File: config.mk
export PLATFORM = sky130hd
export DESIGN_NAME = gray_input_sampler
export DESIGN_NICKNAME = d
export VERILOG_FILES = /design/src/rtl/gray_sampler_pkg.sv /design/src/rtl/sync_2ff.sv /design/src/rtl/gray_input_sampler.sv
export SDC_FILE = /design/constraint.sdc
export NUM_CORES = 1
export LEC_CHECK = 0
export CAP_MARGIN = 20
export CORE_MARGIN = 1.5
export CORE_UTILIZATION = 40
export DETAILED_ROUTE_END_ITERATION = 10
export PLACE_DENSITY_LB_ADDON = 0.08
export SETUP_SLACK_MARGIN = 0.1
export SKIP_CTS_REPAIR_TIMING = 1
export SLEW_MARGIN = 20
export SYNTH_ARGS = -nofsm -noshare
export SYNTH_HDL_FRONTEND = slang
export SYNTH_SLANG_ARGS = --single-unit
File: constraint.sdc
create_clock -name clk -period 4 [get_ports clk]
set_input_delay 0.6 -clock clk [delete_from_list [all_inputs] [get_ports clk]]
set_output_delay 0.6 -clock clk [all_outputs]
set_load 0.02 [all_outputs]
File: src/rtl/gray_sampler_pkg.sv
// Shared types and constants for the Gray switch sampler.
package gray_sampler_pkg;

    localparam int GRAY_W = 4;

    typedef enum logic {
        STABLE,
        SETTLE
    } sampler_state_t;

endpackage

File: src/rtl/sync_2ff.sv
// Two-stage synchronizer for asynchronous level inputs such as board switches.
module sync_2ff #(
    parameter int WIDTH = 1
) (
    input  logic             clk,
    input  logic             rst_n,
    input  logic [WIDTH-1:0] d,
    output logic [WIDTH-1:0] q
);

    logic [WIDTH-1:0] meta_q;
    logic [WIDTH-1:0] sync_q;

    always_ff @(posedge clk or negedge rst_n) begin
        if (!rst_n) begin
            meta_q <= '0;
            sync_q <= '0;
        end else begin
            meta_q <= d;
            sync_q <= meta_q;
        end
    end

    assign q = sync_q;

endmodule

File: src/rtl/gray_input_sampler.sv
// Synchronizes and debounces a raw switch Gray word, presenting one stable
// registered word with an update pulse and an illegal-step flag.
module gray_input_sampler
    import gray_sampler_pkg::*;
#(
    parameter int WIDTH         = GRAY_W,
    parameter int STABLE_CYCLES = 500000
) (
    input  logic             clk,
    input  logic             rst_n,
    input  logic [WIDTH-1:0] gray_raw,
    output logic [WIDTH-1:0] gray_out,
    output logic             gray_valid,
    output logic             step_err,
    output logic             settling
);

    localparam int               CNT_W   = $clog2(STABLE_CYCLES);
    localparam logic [CNT_W-1:0] CNT_MAX = CNT_W'(STABLE_CYCLES - 1);
    localparam logic [CNT_W-1:0] CNT_ONE = CNT_W'(1);
    localparam logic [WIDTH-1:0] W_ONE   = WIDTH'(1);

    sampler_state_t   state_q, state_d;
    logic [WIDTH-1:0] sync_q;
    logic [WIDTH-1:0] cand_q, cand_d;
    logic [WIDTH-1:0] gray_q, gray_d;
    logic [CNT_W-1:0] cnt_q, cnt_d;
    logic             valid_q, valid_d;
    logic             err_q, err_d;
    logic             settling_q;
    logic [WIDTH-1:0] diff;
    logic             one_bit_step;

    sync_2ff #(.WIDTH(WIDTH)) u_sync (
        .clk   (clk),
        .rst_n (rst_n),
        .d     (gray_raw),
        .q     (sync_q)
    );

    // popcount == 1 is equivalent to: nonzero and a power of two
    assign diff         = cand_q ^ gray_q;
    assign one_bit_step = (diff != '0) && ((diff & (diff - W_ONE)) == '0);

    always_comb begin
        state_d = state_q;
        cand_d  = cand_q;
        gray_d  = gray_q;
        cnt_d   = cnt_q;
        valid_d = 1'b0;
        err_d   = 1'b0;
        case (state_q)
            STABLE: begin
                if (sync_q != gray_q) begin
                    cand_d  = sync_q;
                    cnt_d   = '0;
                    state_d = SETTLE;
                end
            end
            SETTLE: begin
                if (sync_q == gray_q) begin
                    cnt_d   = '0;
                    state_d = STABLE;
                end else if (sync_q != cand_q) begin
                    cand_d = sync_q;
                    cnt_d  = '0;
                end else if (cnt_q == CNT_MAX) begin
                    gray_d  = cand_q;
                    valid_d = 1'b1;
                    err_d   = !one_bit_step;
                    cnt_d   = '0;
                    state_d = STABLE;
                end else begin
                    cnt_d = cnt_q + CNT_ONE;
                end
            end
            default: state_d = STABLE;
        endcase
    end

    // settling follows the next state so it lines up with state_q itself
    always_ff @(posedge clk or negedge rst_n) begin
        if (!rst_n) begin
            state_q    <= STABLE;
            cand_q     <= '0;
            gray_q     <= '0;
            cnt_q      <= '0;
            valid_q    <= 1'b0;
            err_q      <= 1'b0;
            settling_q <= 1'b0;
        end else begin
            state_q    <= state_d;
            cand_q     <= cand_d;
            gray_q     <= gray_d;
            cnt_q      <= cnt_d;
            valid_q    <= valid_d;
            err_q      <= err_d;
            settling_q <= (state_d == SETTLE);
        end
    end

    assign gray_out   = gray_q;
    assign gray_valid = valid_q;
    assign step_err   = err_q;
    assign settling   = settling_q;

endmodule
==> impl_metrics.csv, run 1 <==
group,metric,value,unit
run_status,run_status,"finished, final reports clean",
setup_path,crit_type,"reg2reg",
setup_path,startpoint,"gray_out[1]",
clock_network,cts_buffers,5,
yosys,synth_area,1940,um2
setup_path,cp_slowest_cell,"nor3_2",
yosys,synthTopCellsByArea,"dfrtp_1 (49%), mux2_2 (4.6%), nand2_1 (3.9%)",
yosys,synth.ff_latch_count,38,
setup_path,end_kind,"register",
floorplanning,rows,25,
setup_path,critPathLaunchType,"register",
setup_path,worstPathCellList,"xor2_1 -> nor4_4 -> nor3_2 -> buf_4 -> nand2_1 -> o41ai_1",
route,dr.pass1.iters,4,
yosys,ys_seq_area_frac,0.491,
sta,rsz0062_at_grt,"no",
route,drc_errors,0,
yosys,synthCells,182,
power,finalPower,849,uW
clock_network,cts_buffer_depth,2,
place,gp_congestion,0.809,
grt,grt_overflow_total,0,
grt,grt_pass1_wl,6600,um
grt,grt_pass1_vias,1350,
place,dp_hpwl,2780,um
sta,fmax,382,MHz
setup_path,max_stage_delay,740,ps
yosys,synth_edf_count,0,
power,p_leak,0.897,nW
setup_path,cp.required,4180,ps
yosys,synth_nets,189,
yosys,postSynth.asyncResetShare,1.00,
yosys,synth_area_per_cell,10.6,um2
final_layout,drive_above_1_share,0.144,
route,drtIter0Drc,75,
sta,tns,0,ps
sta,slew_headroom,0.409,
route,wire_per_inst,15.9,um
clock_network,clock-root-buffer,"clkbuf_8",
setup_path,path_depth,6,
yosys,synth_flop_cell,"dfrtp_1",
floorplanning,io_pins,13,
floorplanning,die_area,5270,um2
setup_path,endpoint,"cnt_q[14]",
setup_path,cp_num_buf_inv,1,
clock_network,cts_tree,"yes",
clock_network,htreeDepth,2,
setup_path,critPathMaxFanout,16,
sta,hold_viol,0,
grt,grt_use_total,0.164,
setup_path,worstRegToRegCells,6,
setup_path,timing.rr.start,"gray_out[1]",
final_layout,num_antenna_cells,0,
grt,antenna_found_initial,0,
final_layout,fill_cells,445,
clock_network,clk_pin_slew,80,ps
power,vdd.ir_drop.worst,0.220,mV
clock_network,clk-insertion-delay-late,290,ps
yosys,yosys_warnings,0,
sta,clock_skew,5.20,ps
setup_path,rrSetupSlack,1380,ps
final_layout,syn2layout_area_growth,14.8,%
yosys,synthDistinctLibCells,42,
sta,setup_viol,0,
route,wl,3960,um
power,p_per_area,381,nW/um2
place,io_buffer_count,12,
sta,worst_slew_pin_slew,881,ps
floorplanning,initial_core_util,0.413,
grt,grt_max_degree,39,
route,ant_nets,0,
setup_path,worstPathArrival,2800,ps
flow_run,max_cap_violations,0,
sta,drv_slew,0,
yosys,synth.top_cell.area_share,0.491,
yosys,yosys.area.top_type,"dfrtp_1",
min_path,hold_class,"reg2reg",
sta,period_minus_slack,2620,ps
sta,fin_crit_sh,0.655,
final_layout,final_common_cell,"dfrtp_1",
clock_network,clkSinkCount,38,
setup_path,path_delay_family,"simple AND/OR/NAND/NOR gates",
floorplanning,die_x,72.6,um
route,viasPerCell,5.80,
floorplanning,core-area,4690,um2
setup_path,r2r_end,"cnt_q[14]",
route,num_vias,1445,
final_layout,final_nets,201,
final_layout,final_cell_mix,"dfrtp_1 (38), nand2_1 (20), nand3_1 (13)",
floorplanning,die_y,72.6,um
metrics by stage:
stage | hold WS (ps) | worst slack, ps | cells | area, um2 | util
after global routing | 363 | 1200 | 249 | 2230 | 0.474
final | 351 | 1380 | 249 | 2230 | 0.474
after floorplan | 304 | 2080 | 182 | 1940 | -
after CTS | 355 | 1380 | 249 | 2220 | 0.474
after global placement | 334 | 1590 | 241 | 2090 | 0.445
after detailed placement | 336 | 1440 | 241 | 2090 | 0.445
layer usage:
metal / routed length, um / vias to the layer above / track usage / share of wire
met1: 1990 / 705 / 0.225 / 0.50
met5: 0 / - / 0 / 0
met3: 131 / 5 / 0.0456 / 0.033
li1: - / 711 / - / -
met2: 1790 / 24 / 0.251 / 0.45
met4: 42 / 0 / 0.0524 / 0.011
area by class of cell:
| class | count | area (um2) | area share |
|---|---|---|---|
| Inverter | 4 | 15.0 | 0.00675 |
| Tap cell | 54 | 67.6 | 0.0304 |
| Multi-Input combinational cell | 132 | 932 | 0.419 |
| Clock buffer | 5 | 68.8 | 0.0309 |
| Clock inverter | 3 | 68.8 | 0.0309 |
| Timing Repair Buffer | 13 | 123 | 0.0551 |
| Sequential cell | 38 | 951 | 0.427 |
cells by family after synthesis:
kind of cell | after synthesis | share of synthesized area
compound gates | 36 | 0.128
mux | 12 | 0.0671
flops | 38 | 0.491
buf+inv | 12 | 0.0297
simple gates | 70 | 0.219
fa+ha+maj | 1 | 0.00645
xor+xnor | 13 | 0.0587
power breakdown:
group          switching (mW)  internal (mW)  leakage [nW]
combinational          0.0318         0.0218         0.331
sequential            0.00867          0.392         0.498
clock                   0.144          0.250        0.0683
total                   0.184          0.664         0.897
registers in the layout (all words and copies together) (netlist names):
name	cells
cand_q	4
cnt_q	19
gray_out	4
gray_valid	1
settling	1
step_err	1
u_sync.meta_q	4
u_sync.q	4
cells in the mapped netlist (2+ instances only):
cell / instances
a31oi_1: 8
nor3_1: 2
nand2b_1: 2
mux2_2: 8
nor4_1: 2
nand2_1: 20
inv_1: 4
a41oi_1: 4
buf_2: 4
o21ai_0: 6
and4_1: 3
o31a_1: 2
a21oi_1: 4
nand4_1: 8
dfrtp_1: 38
clkbuf_1: 3
nand3_1: 13
xnor2_1: 5
nor4_4: 3
mux2i_1: 4
o41ai_1: 3
xor2_1: 8
nor2_1: 7
a22oi_1: 3
worst min path at each step:
stage                      from          end  slack [ps]  cells after the start
2_1_floorplan             rst_n    cand_q[0]         300                      0
3_3_place_gp   u_sync.meta_q[2]  u_sync.q[2]         330                      0
3_5_place_dp   u_sync.meta_q[1]  u_sync.q[1]         340                      0
4_1_cts        u_sync.meta_q[1]  u_sync.q[1]         350                      0
5_1_grt        u_sync.meta_q[1]  u_sync.q[1]         360                      0
6_report       u_sync.meta_q[3]  u_sync.q[3]         350                      0
(Power assumes the default switching activity.)
==> run 2, diff against run 1 <==
==> constraint.sdc (replaced) <==
create_clock -name clk -period 2.4 [get_ports clk]
set_input_delay 0.36 -clock clk [delete_from_list [all_inputs] [get_ports clk]]
set_output_delay 0.36 -clock clk [all_outputs]
set_load 0.02 [all_outputs]
==> run 2 against run 1 <==
Compared with the run above: final cell count up 1.2%; clock power up 65%; clock-buffer cell count unchanged; non-clock buffer count up 3; global-route usage up 1.1 points; first-iteration DRC count up 49%; worst hold slack worse by 190 ps; register-to-register slack worse by 1100 ps; critical endpoint is now cnt_q[0]; highest routed layer unchanged.
==> impl_metrics.csv, run 2 (synthesized netlist as in run 1, its figures left out) <==
group,metric,value,unit
run_status,run_status,"finished, final reports clean",
final_layout,multiInputGateArea,930,um2
grt,grt_pass1_wl,7030,um
route,drtIter0Drc,112,
setup_path,cp.required,2570,ps
grt,grt_overflow_total,0,
sta,setup_viol,0,
final_layout,final_nets,204,
place,gp_congestion,0.811,
sta,rsz0062_at_grt,"no",
power,p_per_area,628,nW/um2
final_layout,largest_reg_flops,19,
flow_run,max_cap_violations,0,
final_layout,syn2layout_area_growth,15.9,%
grt,antenna_found_initial,0,
setup_path,worstPathCellList,"or4_4 -> nor4_4 -> nand2_2 -> nand2_1 -> o21ai_0",
floorplanning,core-area,4690,um2
setup_path,critPathLaunchType,"register",
final_layout,regArea,951,um2
sta,hold_viol,0,
setup_path,crit_type,"reg2reg",
sta,fmax,476,MHz
sta,period_minus_slack,2100,ps
setup_path,critPathMaxFanout,16,
clock_network,clk-insertion-delay-late,290,ps
setup_path,rrSetupSlack,300,ps
sta,slew_headroom,0.448,
final_layout,drive_above_1_share,0.152,
setup_path,max_stage_delay,570,ps
route,ant_nets,0,
route,wl,4100,um
setup_path,cp_num_buf_inv,0,
final_layout,final_common_cell,"dfrtp_1",
setup_path,path_delay_family,"simple AND/OR/NAND/NOR gates",
place,dpl-instance-area,2110,um2
floorplanning,initial_core_util,0.413,
final_layout,final_cell_mix,"dfrtp_1 (38), nand2_1 (20), nand3_1 (13)",
clock_network,clock-root-buffer,"clkbuf_8",
setup_path,end_kind,"register",
clock_network,htreeDepth,2,
grt,grt_pass1_vias,1451,
min_path,hold_class,"in2async",
clock_network,cts_buffers,5,
final_layout,finish.instance_area,2250,um2
route,viasPerCell,5.88,
grt,grt_use_total,0.175,
route,wire_per_inst,16.3,um
clock_network,cts_tree,"yes",
floorplanning,die_area,5270,um2
power,p_leak,0.913,nW
sta,clock_skew,7.11,ps
floorplanning,io_pins,13,
grt,grt_max_degree,39,
setup_path,cp_slowest_cell,"or4_4",
route,drc_errors,0,
power,finalPower,1.41,mW
route,num_vias,1482,
floorplanning,die_x,72.6,um
power,vdd.ir_drop.worst,0.413,mV
floorplanning,die_y,72.6,um
final_layout,fill_cells,446,
floorplanning,rows,25,
route,dr.pass1.iters,4,
final_layout,regMostFlops,"cnt_q",
sta,drv_slew,0,
clock_network,cts_buffer_depth,2,
setup_path,worstPathArrival,2270,ps
clock_network,clkSinkCount,38,
place,dp_hpwl,2860,um
sta,fin_crit_sh,0.876,
final_layout,num_antenna_cells,0,
sta,worst_slew_pin_slew,828,ps
sta,tns,0,ps
place,io_buffer_count,12,
clock_network,clk_pin_slew,80,ps
==> run 2: worst register-to-register path: cells and delay by family (launching register included) <==
kind             cells  cell delay [ps]
AND/OR/NAND/NOR      4             1420
flip-flops           1              450
AO/OA/AOI/OAI        1              110
==> run 2: where the power goes <==
group          switching, mW  total (mW)  internal, mW
clock network          0.235       0.651         0.417
registers             0.0156       0.670         0.654
logic                 0.0528      0.0905        0.0377
total                  0.303        1.41          1.11
==> run 2: area by class of cell <==
| cell class | count | area share |
|---|---|---|
| Sequential cell | 38 | 0.423 |
| Clock buffer | 5 | 0.0306 |
| Inverter | 4 | 0.00669 |
| Multi-Input combinational cell | 132 | 0.414 |
| Tap cell | 54 | 0.0301 |
| Clock inverter | 3 | 0.0306 |
| Timing Repair Buffer | 16 | 0.0646 |
==> run 2: path summary, 6_finish.rpt <==
check | startpoint | end | cells past startpoint
min | rst_n | cnt_q[10] | 1
max in group asynchronous | rst_n | cnt_q[3] | 1
max | cnt_q[14] | cnt_q[0] | 5
min reg2reg | u_sync.meta_q[2] | u_sync.q[2] | 0
min in group clk | u_sync.meta_q[2] | u_sync.q[2] | 0
max reg2reg | cnt_q[14] | cnt_q[0] | 5
==> run 2: layer usage <==
metal  up-vias  part of all wire  global-route usage
li1        708                 -                   -
met2        24              0.47               0.269
met5         -                 0                   0
met4         0            0.0063              0.0587
met3         2             0.031              0.0428
met1       748              0.50               0.243
==> run 2: per-stage QoR <==
step | hold WS, ps | setup slack, ps | std cells | utilization
final | 165 | 298 | 252 | 0.479
after global routing | 231 | 165 | 252 | 0.479
after CTS | 205 | 318 | 252 | 0.479
after detailed placement | 340 | 327 | 244 | 0.449
after global placement | 335 | 379 | 244 | 0.449
after floorplan | 64.4 | 480 | 182 | -
